--- src/rtl/clk_div_pkg.sv ---
// Shared constants and the high-phase length helper for the clk_div_n divider.
package clk_div_pkg;

   localparam int CNT_W_DEF = 8;
   localparam int DIV_MIN   = 2;

   // Number of counter states that drive q_pos high for a period of n cycles.
   function automatic int unsigned hi_count(input int unsigned n, input bit odd50);
      if (odd50 && n[0])
         return (n - 1) >> 1;
      else
         return (n + 1) >> 1;
   endfunction

endpackage

--- src/rtl/clk_div_n_if.sv ---
// Control/status bundle of clk_div_n: master = the divisor programmer, slave = the divider.
interface clk_div_n_if #(
   parameter int CNT_W = 8
);
   logic             en;
   logic [CNT_W-1:0] div_in;
   logic             div_ld;
   logic             div_ack;
   logic             div_err;
   logic [CNT_W-1:0] div_cur;
   logic             tick;
   logic             clk_out;

   modport master (
      output en, div_in, div_ld,
      input  div_ack, div_err, div_cur, tick, clk_out
   );

   modport slave (
      input  en, div_in, div_ld,
      output div_ack, div_err, div_cur, tick, clk_out
   );
endinterface

--- src/rtl/clk_div_neg_retime.sv ---
// Falling-edge copy of q_pos used to stretch odd-N high phases by half a cycle.
module clk_div_neg_retime (
   input  logic clk,
   input  logic reset,
   input  logic q_pos_i,
   output logic q_neg_o
);
   logic q_neg_q;

   always_ff @(negedge clk) begin
      if (reset)
         q_neg_q <= 1'b0;
      else
         q_neg_q <= q_pos_i;
   end

   assign q_neg_o = q_neg_q;
endmodule

--- src/rtl/clk_div_n.sv ---
// Runtime-programmable integer clock divider with boundary-aligned divisor swap.
// Optional 50% duty for odd N via macro CLK_DIV_ODD_DUTY50_EN.
module clk_div_n
   import clk_div_pkg::*;
#(
   parameter int CNT_W       = CNT_W_DEF,
   parameter int DIV_DEFAULT = 3
) (
   input  logic        clk,
   input  logic        reset,
   clk_div_n_if.slave  bus
);
   localparam logic [CNT_W-1:0] N_MIN = CNT_W'(DIV_MIN);
   localparam logic [CNT_W-1:0] N_RST = CNT_W'(DIV_DEFAULT);
`ifdef CLK_DIV_ODD_DUTY50_EN
   localparam bit ODD50 = 1'b1;
`else
   localparam bit ODD50 = 1'b0;
`endif

   logic [CNT_W-1:0] cnt_q, cnt_d;
   logic [CNT_W-1:0] div_cur_q, div_cur_d;
   logic [CNT_W-1:0] pend_q, pend_d;
   logic             pend_vld_q, pend_vld_d;
   logic             q_pos_q, q_pos_d;
   logic             tick_q, tick_d;
   logic             ack_q, ack_d;
   logic             err_q, err_d;
   logic             ld_ok, wrap;
   logic [CNT_W-1:0] n_eff, hi;

   always_comb begin
      ld_ok      = bus.div_ld && (bus.div_in >= N_MIN);
      wrap       = (cnt_q == div_cur_q - 1'b1);
      err_d      = bus.div_ld && (bus.div_in < N_MIN);
      cnt_d      = cnt_q;
      div_cur_d  = div_cur_q;
      pend_d     = pend_q;
      pend_vld_d = pend_vld_q;
      q_pos_d    = q_pos_q;
      tick_d     = 1'b0;
      ack_d      = 1'b0;
      n_eff      = div_cur_q;

      if (ld_ok) begin
         pend_d     = bus.div_in;
         pend_vld_d = 1'b1;
      end

      if (bus.en) begin
         if (wrap) begin
            // A load landing on the wrap cycle bypasses the pending register.
            if (ld_ok)
               n_eff = bus.div_in;
            else if (pend_vld_q)
               n_eff = pend_q;
            ack_d      = ld_ok || pend_vld_q;
            div_cur_d  = n_eff;
            pend_vld_d = 1'b0;
            cnt_d      = '0;
         end else begin
            cnt_d = cnt_q + 1'b1;
         end
      end

      hi = CNT_W'(hi_count(32'(n_eff), ODD50));
      if (bus.en) begin
         q_pos_d = (cnt_d < hi);
         tick_d  = (cnt_d == '0);
      end
   end

   always_ff @(posedge clk) begin
      if (reset) begin
         cnt_q      <= N_RST - 1'b1;
         div_cur_q  <= N_RST;
         pend_q     <= '0;
         pend_vld_q <= 1'b0;
         q_pos_q    <= 1'b0;
         tick_q     <= 1'b0;
         ack_q      <= 1'b0;
         err_q      <= 1'b0;
      end else begin
         cnt_q      <= cnt_d;
         div_cur_q  <= div_cur_d;
         pend_q     <= pend_d;
         pend_vld_q <= pend_vld_d;
         q_pos_q    <= q_pos_d;
         tick_q     <= tick_d;
         ack_q      <= ack_d;
         err_q      <= err_d;
      end
   end

   assign bus.tick    = tick_q;
   assign bus.div_ack = ack_q;
   assign bus.div_err = err_q;
   assign bus.div_cur = div_cur_q;

`ifdef CLK_DIV_ODD_DUTY50_EN
   logic q_neg;

   clk_div_neg_retime u_neg (
      .clk     (clk),
      .reset   (reset),
      .q_pos_i (q_pos_q),
      .q_neg_o (q_neg)
   );

   // Even N already has a balanced q_pos; the half-cycle stretch is for odd N only.
   assign bus.clk_out = q_pos_q | (q_neg & div_cur_q[0]);
`else
   assign bus.clk_out = q_pos_q;
`endif
endmodule

--- src/flat_wrapper.sv ---
// flat-port wrapper written by rule: the top's interface ports become plain ports
module clk_div_n_flat import clk_div_pkg::*;
#(
   parameter int CNT_W       = CNT_W_DEF,
   parameter int DIV_DEFAULT = 3
)
  (clk, reset, bus_en, bus_div_in, bus_div_ld, bus_div_ack, bus_div_err, bus_div_cur, bus_tick, bus_clk_out);
  clk_div_n_if #(.CNT_W(CNT_W)) bus_i ();
  input  logic clk;
  input  logic reset;
  input wire logic [$bits(bus_i.en)-1:0] bus_en;
  input wire logic [$bits(bus_i.div_in)-1:0] bus_div_in;
  input wire logic [$bits(bus_i.div_ld)-1:0] bus_div_ld;
  output wire logic [$bits(bus_i.div_ack)-1:0] bus_div_ack;
  output wire logic [$bits(bus_i.div_err)-1:0] bus_div_err;
  output wire logic [$bits(bus_i.div_cur)-1:0] bus_div_cur;
  output wire logic [$bits(bus_i.tick)-1:0] bus_tick;
  output wire logic [$bits(bus_i.clk_out)-1:0] bus_clk_out;
  assign bus_i.en = bus_en;
  assign bus_i.div_in = bus_div_in;
  assign bus_i.div_ld = bus_div_ld;
  assign bus_div_ack = bus_i.div_ack;
  assign bus_div_err = bus_i.div_err;
  assign bus_div_cur = bus_i.div_cur;
  assign bus_tick = bus_i.tick;
  assign bus_clk_out = bus_i.clk_out;
  clk_div_n #(.CNT_W(CNT_W), .DIV_DEFAULT(DIV_DEFAULT)) u_core (.clk(clk), .reset(reset), .bus(bus_i));
endmodule
--- config.mk ---
export PLATFORM = sky130hd
export DESIGN_NAME = clk_div_n_flat
export DESIGN_NICKNAME = d
export VERILOG_FILES = /design/src/rtl/clk_div_pkg.sv /design/src/rtl/clk_div_n_if.sv /design/src/rtl/clk_div_neg_retime.sv /design/src/rtl/clk_div_n.sv /design/src/flat_wrapper.sv
export SDC_FILE = /design/constraint.sdc
export NUM_CORES = 1
export LEC_CHECK = 0
export BUFFER_PORTS_ARGS = -buffer_cell sky130_fd_sc_hd__buf_4
export CELL_PAD_IN_SITES_DETAIL_PLACEMENT = 0
export CELL_PAD_IN_SITES_GLOBAL_PLACEMENT = 1
export CORE_ASPECT_RATIO = 1.4
export CORE_MARGIN = 2
export CORE_UTILIZATION = 46
export CTS_CLUSTER_SIZE = 40
export DETAILED_ROUTE_END_ITERATION = 12
export PLACE_DENSITY = 0.86
export SYNTH_ARGS = -nofsm -noshare
export SYNTH_HDL_FRONTEND = slang
export SYNTH_SLANG_ARGS = --single-unit
--- constraint.sdc ---
create_clock -name clk -period 6.8 [get_ports clk]
set_clock_uncertainty 0.2 [all_clocks]
set_input_delay 1.02 -clock clk [delete_from_list [all_inputs] [get_ports clk]]
set_output_delay 1.02 -clock clk [all_outputs]
set_load 0.02 [all_outputs]
# --- Word-level counts from Yosys, hierarchy flattened ---
# Index checks and enable logic that the tools add are counted.
# W data, S select, Z words.
totals:
  regBits: 29
  input_bits: 12
  word_cells: 32
  output_inout_bits: 12
op_classes:
  magnitude_cmp: 3
  addsub: 3
  eq_ne: 1
  n_bitwise: 2
  muxes: 9
  reduce_logical: 6
ops:
  columns: ["operator", "count"]
  rows:
  - ["$mux W8", 6]
  - ["$add A8 B1 Y9 const B", 1]
  - ["$add A8 B1 Y8 const B", 1]
  - ["$eq A8 B8 Y1", 1]
  - ["$ge A8 B2 Y1 const B", 1]
  - ["$logic_not A8 Y1", 1]
  - ["$lt A8 B2 Y1 const B", 1]
  - ["$lt A8 B8 Y1", 1]
  - ["$sub A8 B1 Y8 const B", 1]
  - ["$mux W1", 3]
  - ["$reduce_or A3 Y1", 1]
  - ["$logic_and A1 B1 Y1", 2]
  - ["$not A1 Y1", 2]
  - ["$reduce_or A2 Y1", 1]
  - ["$logic_or A1 B1 Y1", 1]

# --- Depth between registers and ports, before layout ---
# Gate-level depths: netlist (run 1).
depth:
  ltp_word: 7
  depth_mapped: 20
  ltp_nobuf: 19

# --- Worst setup path before layout (run 1) ---
# Ideal clock, no wire load.
synth_timing:
  path_type: "register to register"
  startpoint: "register u_core.div_cur_q[0] (netlist: u_core.bus.div_cur[0])"
  endpoint: "register u_core.q_pos_q (netlist: u_core.bus.clk_out)"
  required_ns: 6.542
  arrival_ns: 4.501
  period_less_slack_ns: 4.760
  stages_incl_launch_ff: 19
  setup_time_ns: 0.058
  path_buffers: 0
  path_slack_ns: 2.040
  path_cell_list: "dfxtp_1 -> inv_1 -> ha_1 -> or3b_1 -> or4_1 -> a2111o_1 -> a211o_1 -> or3_4 -> a22o_4 -> inv_1 -> ha_1 -> o221ai_1 -> or3b_1 -> ha_1 -> a211oi_1 -> o21ai_0 -> a21oi_1 -> o211ai_1 -> nand2_1"
synth_via:
  elab_chain_len: 6
  word_cells_on_any_way: 10
  cone_classes: "add/sub: 2; order compare: 1; eq/ne: 1; mux: 6"
synth_lines:
  columns: ["item", "line", "source"]
  rows:
  - ["from (decl)", "clk_div_n.sv:22", "logic [CNT_W-1:0] div_cur_q, div_cur_d;"]
  - ["from (signal assigned)", "clk_div_n.sv:85", "div_cur_q <= div_cur_d;"]
  - ["$sub A8 B1 Y8 or $mux W8 (tied branches)", "clk_div_n.sv:34, clk_div_n.sv:55", null]
  - ["$eq A8 B8 Y1 or $mux W8 (tied branches)", "clk_div_n.sv:34, clk_div_n.sv:53", null]
  - ["$mux W8", "clk_div_n.sv:51", "if (wrap) begin"]
  - ["$mux W8", "clk_div_n.sv:50", "if (bus.en) begin"]
  - ["$add A8 B1 Y9", "clk_div_pkg.sv:12", "return (n + 1) >> 1;"]
  - ["$lt A8 B8 Y1 (*)", "clk_div_n.sv:68", "q_pos_d = (cnt_d < hi);"]
  - ["to (signal assigned)", "clk_div_n.sv:88", "q_pos_q <= q_pos_d;"]
  - ["to (decl)", "clk_div_n.sv:25", "logic q_pos_q, q_pos_d;"]
# Mark *: on every way between the ends. The rest lies on a longest branch, timed or not.
# A chain may end at the register's enable or synchronous reset.

# --- Worst setup path after layout (run 1) ---
# Ends and elaborated chain as after synthesis.

==> results.toml, run 1 <==
[grt]
grt.total_usage_pct = 21.3
overflow = 0
grt_pass1_wl_um = 7370
grt_pass1_vias = 1611
antenna_found_initial = 0
grt_max_degree = 30

[worst_setup_path]
cp_slowest_cell = "nor2_1"
crit_buf_inv = 2
worstPathArrival_ps = 5320
slowest_delay_ps = 620
critPathMostFrequentCell = "ha_1"
path_cells = "inv_1, ha_1, or3b_1, or4_1, a2111o_1, a211o_1, nor2_1, a22oi_2, inv_1, ha_1, o221ai_1, or3b_1, ha_1, a211oi_1, o21ai_0, a21oi_1, o211ai_1, nand2_1"
critPathLaunchType = "flop"
cp_top_family = "compound AO/OA/AOI/OAI gates"
crit_fanout = 12
critPathCaptureType = "flop"
crit_required_ps = 6830
worstSetupPathType = "flop to flop"

[clock_network]
ctsResizeCount = 0
tritoncts = "done"
clockRootBuffer = "clkbuf_8"
post_cts_buffers = 0
htreeDepth = 2
clock_path_buffers = 2
clk_pin_slew_worst_paths_ps = 60
clock_sinks = 29
cts_hold_buffers = 0
clock_latency_ps = 280
cts_made_buffers = 5

[final_layout]
multi_input_area_sq_mm = 0.00123
syn2layout_area_growth_pct = 13.6
fin_cells = 291
fin_util_pct = 54.6
drive_gt1_share_pct = 16.1
num_antenna_cells = 0
layout.nets = 269
seq_area_sq_um = 581
postLayoutCellArea_sq_mm = 0.00216
num-fill-cells = 396

[power_and_ir_drop]
total_power_mw = 0.876
power_density_mw_per_mm2 = 406
leakage_nw = 0.833
peakVddDrop_uv = 264

[drt]
first_pass_iters = 4
routed-via-count = 1693
drtAntennaViolNets = 0
wire_per_inst_um = 15.5
drt_wl_total_um = 4520
drtIter0Drc = 57
viasPerCell = 5.82
drc = 0

[sta]
worstMarginPinSlew_ps = 716
fmax_mhz = 189
fin_crit_ps = 5290
fin_ws_ps = 1510
setup_viol = 0
finalCritPeriodShare_pct = 77.9
slew-limit-headroom_pct = 52.1
rsz0062_at_grt = "false"
whs_ps = 264
slew_viol_final = 0
tns_ps = 0
hold_viol_final = 0

[hold_path]
min_path_type = "flop to flop"

[synthesis]
asyncSetResetFlopFracSynth_pct = 0
synth_warnings = 0
ys_seq_area_share_pct = 30.6
avgSynthCellArea_sq_um = 8.22
ys_seq_elements = 29
synth_cell_type_count = 53
netlist_area_sq_mm = 0.00190
synthFlopType = "dfxtp_1"
synth_edf_count = 0
syn_nets = 253
syn_inst = 231

[floorplan]
start_util_pct = 48.0
io_pins = 24
fp.coreArea_sq_mm = 0.00395
dieWidth_um = 58.3
fp-row-count = 27
dieArea_sq_mm = 0.00466
die_h_um = 80.0

[place]
post-place-ws_ps = 1540
io_buffers = 23
dp_hpwl_um = 3480
place_area_sq_mm = 0.00207
place_congestion = 0.821
dpl.cell_count = 283

[run_status]
run_status = "finished clean"

[run]
drv_cap = 0
layout make-up:
class | count | area share [%]
clock buffers | 6 | 3.36
clock inverters | 2 | 0.464
inverters | 8 | 1.39
multi-input cells | 179 | 57.0
flip-flops and latches | 29 | 26.9
well taps | 43 | 2.49
repair buffers | 24 | 8.35
layout by cell type, fill, tap and decap left out, types with 8 or more instances in the layout:
master	instances
inv_1	8
nor3_1	15
xnor2_1	13
dfxtp_1	29
nand3_1	8
nand2_1	12
nor2_1	29
a22oi_1	9
ha_1	10
buf_4	24
worst reg2reg max path, delay by kind of cell (launching register included):
| kind | cells | cell delay [ps] |
|---|---|---|
| compound gates | 8 | 1920 |
| flops | 1 | 350 |
| buf+inv | 2 | 200 |
| fa+ha+maj | 3 | 660 |
| simple gates | 5 | 1910 |
synth_stat cells (all sizes together), types with 2 or more instances:
library cell / n / share of area, %
a22o: 4 / 2.3
dfxtp: 29 / 31
o211ai: 3 / 1.2
xor2: 6 / 2.8
or3b: 3 / 1.4
clkbuf: 11 / 2.2
a31oi: 2 / 0.66
buf: 4 / 1.3
inv: 8 / 1.6
xnor2: 13 / 6.0
nor3: 15 / 4.0
o31a: 2 / 0.92
nor4: 2 / 0.99
nand3: 8 / 2.1
nand2b: 4 / 1.3
nor4b: 2 / 1.3
and3: 2 / 0.66
or4: 3 / 1.2
o22ai: 2 / 0.66
o21ai: 7 / 1.8
o31ai: 5 / 2.0
ha: 10 / 6.6
a211oi: 2 / 1.1
a22oi: 10 / 4.2
nand2: 12 / 2.4
a21oi: 5 / 1.3
o221ai: 2 / 0.92
nor4bb: 2 / 1.1
a211o: 2 / 0.92
and2: 5 / 1.6
nor2b: 4 / 1.3
nor2: 29 / 5.7
registers in the layout, summed over array words and instances (netlist names):
signal              flops
u_core.cnt_q            8
u_core.bus.tick         1
u_core.bus.div_err      1
u_core.pend_vld_q       1
u_core.bus.div_ack      1
u_core.pend_q           8
u_core.bus.clk_out      1
u_core.bus.div_cur      8
per-layer routing:
metal,wire [um],GRT usage [%],up-vias
met3,114,3.40,7
li1,-,-,872
met4,105,10.7,0
met2,2420,39.0,28
met5,0,0,-
met1,1880,22.8,786
path summary, 6_finish.rpt:
check	from	depth (start not counted)	slack, ps	endpoint
worst max-delay path	u_core.bus.div_cur[0]$_SDFF_PP1_	18	1510	u_core.bus.clk_out$_SDFFE_PP0P_
worst min register to register	u_core.pend_q[6]$_SDFFE_PP0P_	2	260	u_core.pend_q[6]$_SDFFE_PP0P_
worst min-delay path	u_core.pend_q[6]$_SDFFE_PP0P_	2	260	u_core.pend_q[6]$_SDFFE_PP0P_
worst max register to register	u_core.bus.div_cur[0]$_SDFF_PP1_	18	1510	u_core.bus.clk_out$_SDFFE_PP0P_
report_power, final:
group          total [mW]  internal [mW]  switching, mW  leakage (nW)
logic               0.499          0.195          0.304         0.551
clock network       0.133         0.0706         0.0622        0.0450
registers           0.245          0.204         0.0408         0.237
total               0.876          0.470          0.407         0.833
cell families after synthesis:
group           after synthesis  synth area share [%]
fa+ha+maj                    10                  6.59
simple gates                 97                  27.6
compound gates               52                  20.9
buf+inv                      23                  5.01
mux                           1                 0.527
flops                        29                  30.6
xor+xnor                     19                  8.77
(Power assumes the default switching activity.)
==> run 2: changes to the inputs <==
--- a/config.mk
+++ b/config.mk
@@ -10,10 +10,10 @@
 export CELL_PAD_IN_SITES_GLOBAL_PLACEMENT = 1
 export CORE_ASPECT_RATIO = 1.4
 export CORE_MARGIN = 2
-export CORE_UTILIZATION = 46
+export CORE_UTILIZATION = 39
 export CTS_CLUSTER_SIZE = 40
 export DETAILED_ROUTE_END_ITERATION = 12
-export PLACE_DENSITY = 0.86
+export PLACE_DENSITY = 0.78
 export SYNTH_ARGS = -nofsm -noshare
 export SYNTH_HDL_FRONTEND = slang
 export SYNTH_SLANG_ARGS = --single-unit
==> constraint.sdc (replaced) <==
create_clock -name clk -period 4.6 [get_ports clk]
set_clock_uncertainty 0.2 [all_clocks]
set_input_delay 0.69 -clock clk [delete_from_list [all_inputs] [get_ports clk]]
set_output_delay 0.69 -clock clk [all_outputs]
set_load 0.02 [all_outputs]
==> run 2 against run 1 <==
Routed wire length rose by 13%. Power rose by 75%. Worst setup slack got worse by 1500 ps. Critical path type unchanged. Critical endpoint unchanged. Largest power group unchanged. Highest routed layer unchanged.
==> results.toml, run 2 (synthesis gave the netlist of run 1 again) <==
[sta]
setup_viol = 0
tns_ps = 0
fmax_mhz = 219
fin_crit_ps = 4560
hold_viol_final = 0
rsz0062_at_grt = "true"
finalCritPeriodShare_pct = 99.1
slew_viol_final = 0
slew-limit-headroom_pct = 65.4
worstMarginPinSlew_ps = 515

[final_layout]
fin_util_pct = 50.8
final_common_cell = "buf_4"
postLayoutCellArea_sq_mm = 0.00242
final_cell_mix = "45 x buf_4, 29 x nor2_1, 27 x dfxtp_1, 14 x nor3_1, 13 x xnor2_1"
num_antenna_cells = 0
syn2layout_area_growth_pct = 27.6
num-fill-cells = 470
drive_gt1_share_pct = 27.9
layout.nets = 290

[hold_path]
hold_depth = 2
min_path_type = "flop to flop"
holdCritStartpoint = "u_core.pend_q[6]$_SDFFE_PP0P_"
hold_path_end = "u_core.pend_q[6]$_SDFFE_PP0P_"

[grt]
grt_pass1_vias = 1705
antenna_found_initial = 0
grt.total_usage_pct = 18.8
grt_pass1_wl_um = 7960
top_usage_layer = "met2"
grt_use_met2_pct = 36.8
grtUsageMet1_pct = 19.3
overflow = 0
use_met3_pct = 2.34
grt_max_degree = 30

[floorplan]
io_pins = 24
dieWidth_um = 63.0
fp.coreArea_sq_mm = 0.00477
fp-row-count = 30
dieArea_sq_mm = 0.00545
die_h_um = 86.5
start_util_pct = 39.8

[worst_setup_path]
path_cells = "inv_1, ha_4, or3b_4, or4_4, a2111o_1, a211o_1, or3_4, a22o_4, inv_2, ha_4, o221ai_4, or3b_4, ha_4, a211oi_2, o21ai_1, a21oi_2, o211ai_1, nand2_1"
rrSetupSlack_ps = 40
worstSetupPathType = "flop to flop"
rr_worst_depth = 18
timing.rr.end = "u_core.bus.clk_out$_SDFFE_PP0P_"
cp_top_family = "simple AND/OR/NAND/NOR gates"
worstPathArrival_ps = 4580
worst-path-stages = 18
crit_buf_inv = 2
critPathMostFrequentCell = "ha_4"
crit_fanout = 3
cp_slowest_cell = "or3b_4"
critPathLaunchType = "flop"
crit_required_ps = 4630
slowest_delay_ps = 430
cp-startpoint = "u_core.bus.div_cur[1]$_SDFF_PP1_"
critPathCaptureType = "flop"
r2r_start = "u_core.bus.div_cur[1]$_SDFF_PP1_"

[power_and_ir_drop]
peakVddDrop_uv = 278
leakage_nw = 0.948
power_density_mw_per_mm2 = 634

[place]
io_buffers = 23
dp_hpwl_um = 3770
place_congestion = 0.893
place_area_sq_mm = 0.00224

[clock_network]
cts_made_buffers = 5
cts_hold_buffers = 0
clock_path_buffers = 2
tritoncts = "done"
clk_pin_slew_worst_paths_ps = 60
clock_latency_ps = 280
clock_sinks = 29
clockRootBuffer = "clkbuf_8"
htreeDepth = 2

[drt]
wire_per_inst_um = 15.3
drt_wl_total_um = 5090
drtIter0Drc = 58
first_pass_iters = 4
routed-via-count = 1808
drtAntennaViolNets = 0
viasPerCell = 5.43
drc = 0

[run]
drv_cap = 0

[run_status]
run_status = "finished clean"
==> run 2: report_power, final <==
part | internal [mW] | switching, mW
clock network | 0.104 | 0.0948
registers | 0.303 | 0.0472
logic | 0.447 | 0.539
==> run 2: metrics by stage <==
| stage | worst slack (ps) | total power [mW] | instances | hold WS [ps] |
|---|---|---|---|---|
| CTS | 15.4 | 1.44 | 329 | 261 |
| floorplan | 37.6 | 0.946 | 231 | 237 |
| detailed placement | -46.5 | 1.23 | 321 | 248 |
| finish | 42.2 | 1.53 | 333 | 261 |
| global placement | 70.1 | 1.24 | 321 | 242 |
| global route | -142 | 1.65 | 333 | 294 |
==> run 2: final cells by class <==
type | count | area, sq um | area share (%)
clock buffer | 6 | 72.6 | 3.00
multi-input combinational | 179 | 1310 | 54.0
timing repair buffer | 45 | 338 | 14.0
sequential | 29 | 583 | 24.1
clock inverter | 2 | 10.0 | 0.413
tap | 64 | 80.1 | 3.31
inverter | 8 | 30.0 | 1.24
==> run 2: worst max-delay path by stage <==
stage	slack (ps)	endpoint
floorplan	40	u_core.bus.clk_out$_SDFFE_PP0P_
global placement	70	u_core.bus.clk_out$_SDFFE_PP0P_
detailed placement	-50	u_core.bus.clk_out$_SDFFE_PP0P_
CTS	20	u_core.bus.clk_out$_SDFFE_PP0P_
global route	-140	u_core.bus.clk_out$_SDFFE_PP0P_
finish	40	u_core.bus.clk_out$_SDFFE_PP0P_
==> run 2: layer usage <==
metal / wire length (um) / part of all wire, % / vias to the layer above
li1: - / - / 916
met2: 2710 / 53 / 47
met1: 2040 / 40 / 832
met4: 155 / 3.0 / 0
met3: 183 / 3.6 / 13
met5: 0 / 0 / -
==> run 2: tightest hold or removal path, cell delays in order (launching register included) <==
cell and delay [ps]:
dfxtp_1 310, nand2_1 50, a21oi_1 60
==> run 2: timing repair <==
item,in CTS,in global routing
buffers inserted,0,4
pin swaps,3,8
endpoints found under the setup margin,1,1
endpoints found under the hold margin,0,0
resized for setup,6,9
==> run 3: changes to the inputs <==
--- a/config.mk
+++ b/config.mk
@@ -5,15 +5,16 @@
 export SDC_FILE = /design/constraint.sdc
 export NUM_CORES = 1
 export LEC_CHECK = 0
+export ABC_AREA = 1
 export BUFFER_PORTS_ARGS = -buffer_cell sky130_fd_sc_hd__buf_4
 export CELL_PAD_IN_SITES_DETAIL_PLACEMENT = 0
 export CELL_PAD_IN_SITES_GLOBAL_PLACEMENT = 1
 export CORE_ASPECT_RATIO = 1.4
 export CORE_MARGIN = 2
-export CORE_UTILIZATION = 39
+export CORE_UTILIZATION = 37
 export CTS_CLUSTER_SIZE = 40
 export DETAILED_ROUTE_END_ITERATION = 12
-export PLACE_DENSITY = 0.78
+export PLACE_DENSITY = 0.77
 export SYNTH_ARGS = -nofsm -noshare
 export SYNTH_HDL_FRONTEND = slang
 export SYNTH_SLANG_ARGS = --single-unit
==> run 3 against run 2 <==
Utilization fell by 6.1 points. Via count decreased by 1.7%. Die area rose by 9.7%. Critical path depth increased by 5. Sequential power about the same. First-iteration DRC count increased by 50%. Global-route usage is 1.6 points lower. Critical endpoint unchanged.
==> results.toml, run 3 <==
[final_layout]
fin_cells = 382
final_cell_mix = "84 x nand2_1, 36 x nor2_1, 34 x inv_1, 29 x dfxtp_1, 23 x buf_4"
num-fill-cells = 564
final_common_cell = "nand2_1"
num_antenna_cells = 0
seq_area_sq_um = 581
layout.nets = 337
drive_gt1_share_pct = 19.0
multi_input_area_sq_mm = 0.00120
syn2layout_area_growth_pct = 16.2

[sta]
fin_ws_ps = 902
hold_viol_final = 0
finalCritPeriodShare_pct = 80.4
worstMarginPinSlew_ps = 359
slew-limit-headroom_pct = 75.5
setup_viol = 0
slew_viol_final = 0
fin_crit_ps = 3700
tns_ps = 0
rsz0062_at_grt = "false"
fmax_mhz = 270

[worst_setup_path]
rrSetupSlack_ps = 900
worstPathArrival_ps = 3710
rr_worst_depth = 23
crit_end = "u_core.bus.clk_out$_SDFFE_PP0P_"
critPathCaptureType = "flop"
crit_required_ps = 4610
worstSetupPathType = "flop to flop"
critPathLaunchType = "flop"
cp-startpoint = "u_core.bus.div_cur[0]$_SDFF_PP1_"
timing.rr.end = "u_core.bus.clk_out$_SDFFE_PP0P_"
r2r_start = "u_core.bus.div_cur[0]$_SDFF_PP1_"
crit_fanout = 16

[drt]
viasPerCell = 4.65
first_pass_iters = 4
drc = 0
drtAntennaViolNets = 0
drtIter0Drc = 87
drt_wl_total_um = 4700
wire_per_inst_um = 12.3
routed-via-count = 1777

[hold_path]
holdCritStartpoint = "u_core.bus.clk_out$_SDFFE_PP0P_"
min_path_type = "flop to flop"

[floorplan]
dieArea_sq_mm = 0.00598
dieWidth_um = 65.9
die_h_um = 90.7
start_util_pct = 38.5
fp-row-count = 31
fp.coreArea_sq_mm = 0.00516
io_pins = 24

[clock_network]
ctsResizeCount = 0
clk_pin_slew_worst_paths_ps = 60
cts_made_buffers = 5
clockRootBuffer = "clkbuf_8"
clock_path_buffers = 2
clock_latency_ps = 280
tritoncts = "done"
clock_sinks = 29
post_cts_buffers = 0
htreeDepth = 2
cts_hold_buffers = 0

[synthesis]
synth_top_area_cell = "dfxtp_1"
avgSynthCellArea_sq_um = 6.82
synth_area_leaders = "dfxtp_1 29%, nand2_1 16%, nor2_1 6.8%"
synth.top_cell.area_share_pct = 29.2
yosysMostFrequentCell = "nand2_1"
asyncSetResetFlopFracSynth_pct = 0
synth_cell_type_count = 32
ys_seq_elements = 29
synthFlopType = "dfxtp_1"
ys_seq_area_share_pct = 29.2
syn_nets = 313
syn_inst = 291
netlist_area_sq_mm = 0.00199
yosys-top-cells-count = "84 x nand2_1, 36 x nor2_1, 34 x inv_1, 29 x dfxtp_1, 14 x nand3_1"
synth_warnings = 0
synth_edf_count = 0

[power_and_ir_drop]
peakVddDrop_uv = 225
leakage_nw = 1.11
power_density_mw_per_mm2 = 586

[place]
post-place-ws_ps = 779
place_congestion = 0.780
io_buffers = 23
dp_hpwl_um = 3730
dpl.cell_count = 374

[grt]
grt.total_usage_pct = 17.2
grt_pass1_wl_um = 7890
grt_pass1_vias = 1687
overflow = 0
antenna_found_initial = 0
grt_max_degree = 26

[run]
drv_cap = 0

[run_status]
run_status = "finished clean"
## run 3: changes by cell type after synthesis, sizes merged, moves of 5 or more
cell | previous run | this run
a21oi | 5 | 11
nand3 | 8 | 20
o21ai | 7 | 15
o31ai | 5 | 0
and2 | 5 | 0
nor3 | 15 | 4
clkbuf | 11 | 5
nand2 | 12 | 89
nor2 | 29 | 44
inv | 8 | 36
a22oi | 10 | 0
## run 3: how the worst min path moves through the flow
stage | end | slack, ps | cells past startpoint
after global routing | u_core.pend_q[1]$_SDFFE_PP0P_ | 290 | 2
after floorplan | u_core.pend_q[1]$_SDFFE_PP0P_ | 250 | 2
final | u_core.bus.clk_out$_SDFFE_PP0P_ | 270 | 2
after global placement | u_core.bus.clk_out$_SDFFE_PP0P_ | 260 | 2
after detailed placement | u_core.pend_q[1]$_SDFFE_PP0P_ | 270 | 2
after CTS | u_core.pend_q[1]$_SDFFE_PP0P_ | 280 | 2
## run 3: critical path: stages, from the launching register on
cell and delay [ps]:
dfxtp_1 530, inv_2 90, ha_1 290, inv_1 80, nand2_1 70, nand2_1 60, nand2_1 50, nand2_1 50
nand3_1 120, nor2_4 130, nand3_4 190, clkinv_8 160, nand3_2 80, o21ai_2 80, inv_2 80, ha_1 230
nand3_2 100, xnor2_1 120, ha_1 260, a21oi_1 130, nor2_1 50, a2111oi_0 280, nand2_1 90, a21oi_1 120
## run 3: routing by layer
| layer | share of wire, % | vias to the layer above | track usage (%) |
|---|---|---|---|
| li1 | - | 967 | - |
| met1 | 44 | 784 | 19.3 |
| met2 | 51 | 21 | 30.6 |
| met3 | 2.8 | 5 | 3.99 |
| met4 | 1.3 | 0 | 6.42 |
| met5 | 0 | - | 0 |
## run 3: cell families after synthesis
logic type               after synthesis  share of synthesized area (%)
AO/OA/AOI/OAI                         30                           9.83
XOR/XNOR                              16                           7.06
adder cells (fa/ha/maj)               10                           6.30
buffers and inverters                 43                           10.1
flip-flops                            29                           29.2
AND/OR/NAND/NOR                      163                           37.4
## run 3: per-stage QoR
step	utilization (%)	hold slack (ps)	power, mW	cell area, sq um
after floorplan	-	248	0.941	1990
after global placement	42.5	259	1.09	2190
after detailed placement	42.5	269	1.09	2190
after CTS	44.7	279	1.37	2310
after global routing	44.7	293	1.49	2310
final	44.7	272	1.35	2310
## run 3: power breakdown
group / internal [mW] / switching [mW] / leakage [nW] / total, mW
clock: 0.176 / 0.0999 / 0.0585 / 0.276
combinational: 0.279 / 0.448 / 0.816 / 0.727
sequential: 0.292 / 0.0574 / 0.237 / 0.350
total: 0.747 / 0.606 / 1.11 / 1.35
## run 3: layout make-up
cell class	instances	area share, %
Multi-Input combinational cell	219	52.2
Sequential cell	29	25.2
Timing Repair Buffer	23	7.48
Inverter	37	6.56
Clock buffer	7	3.74
Tap cell	66	3.58
Clock inverter	1	1.30
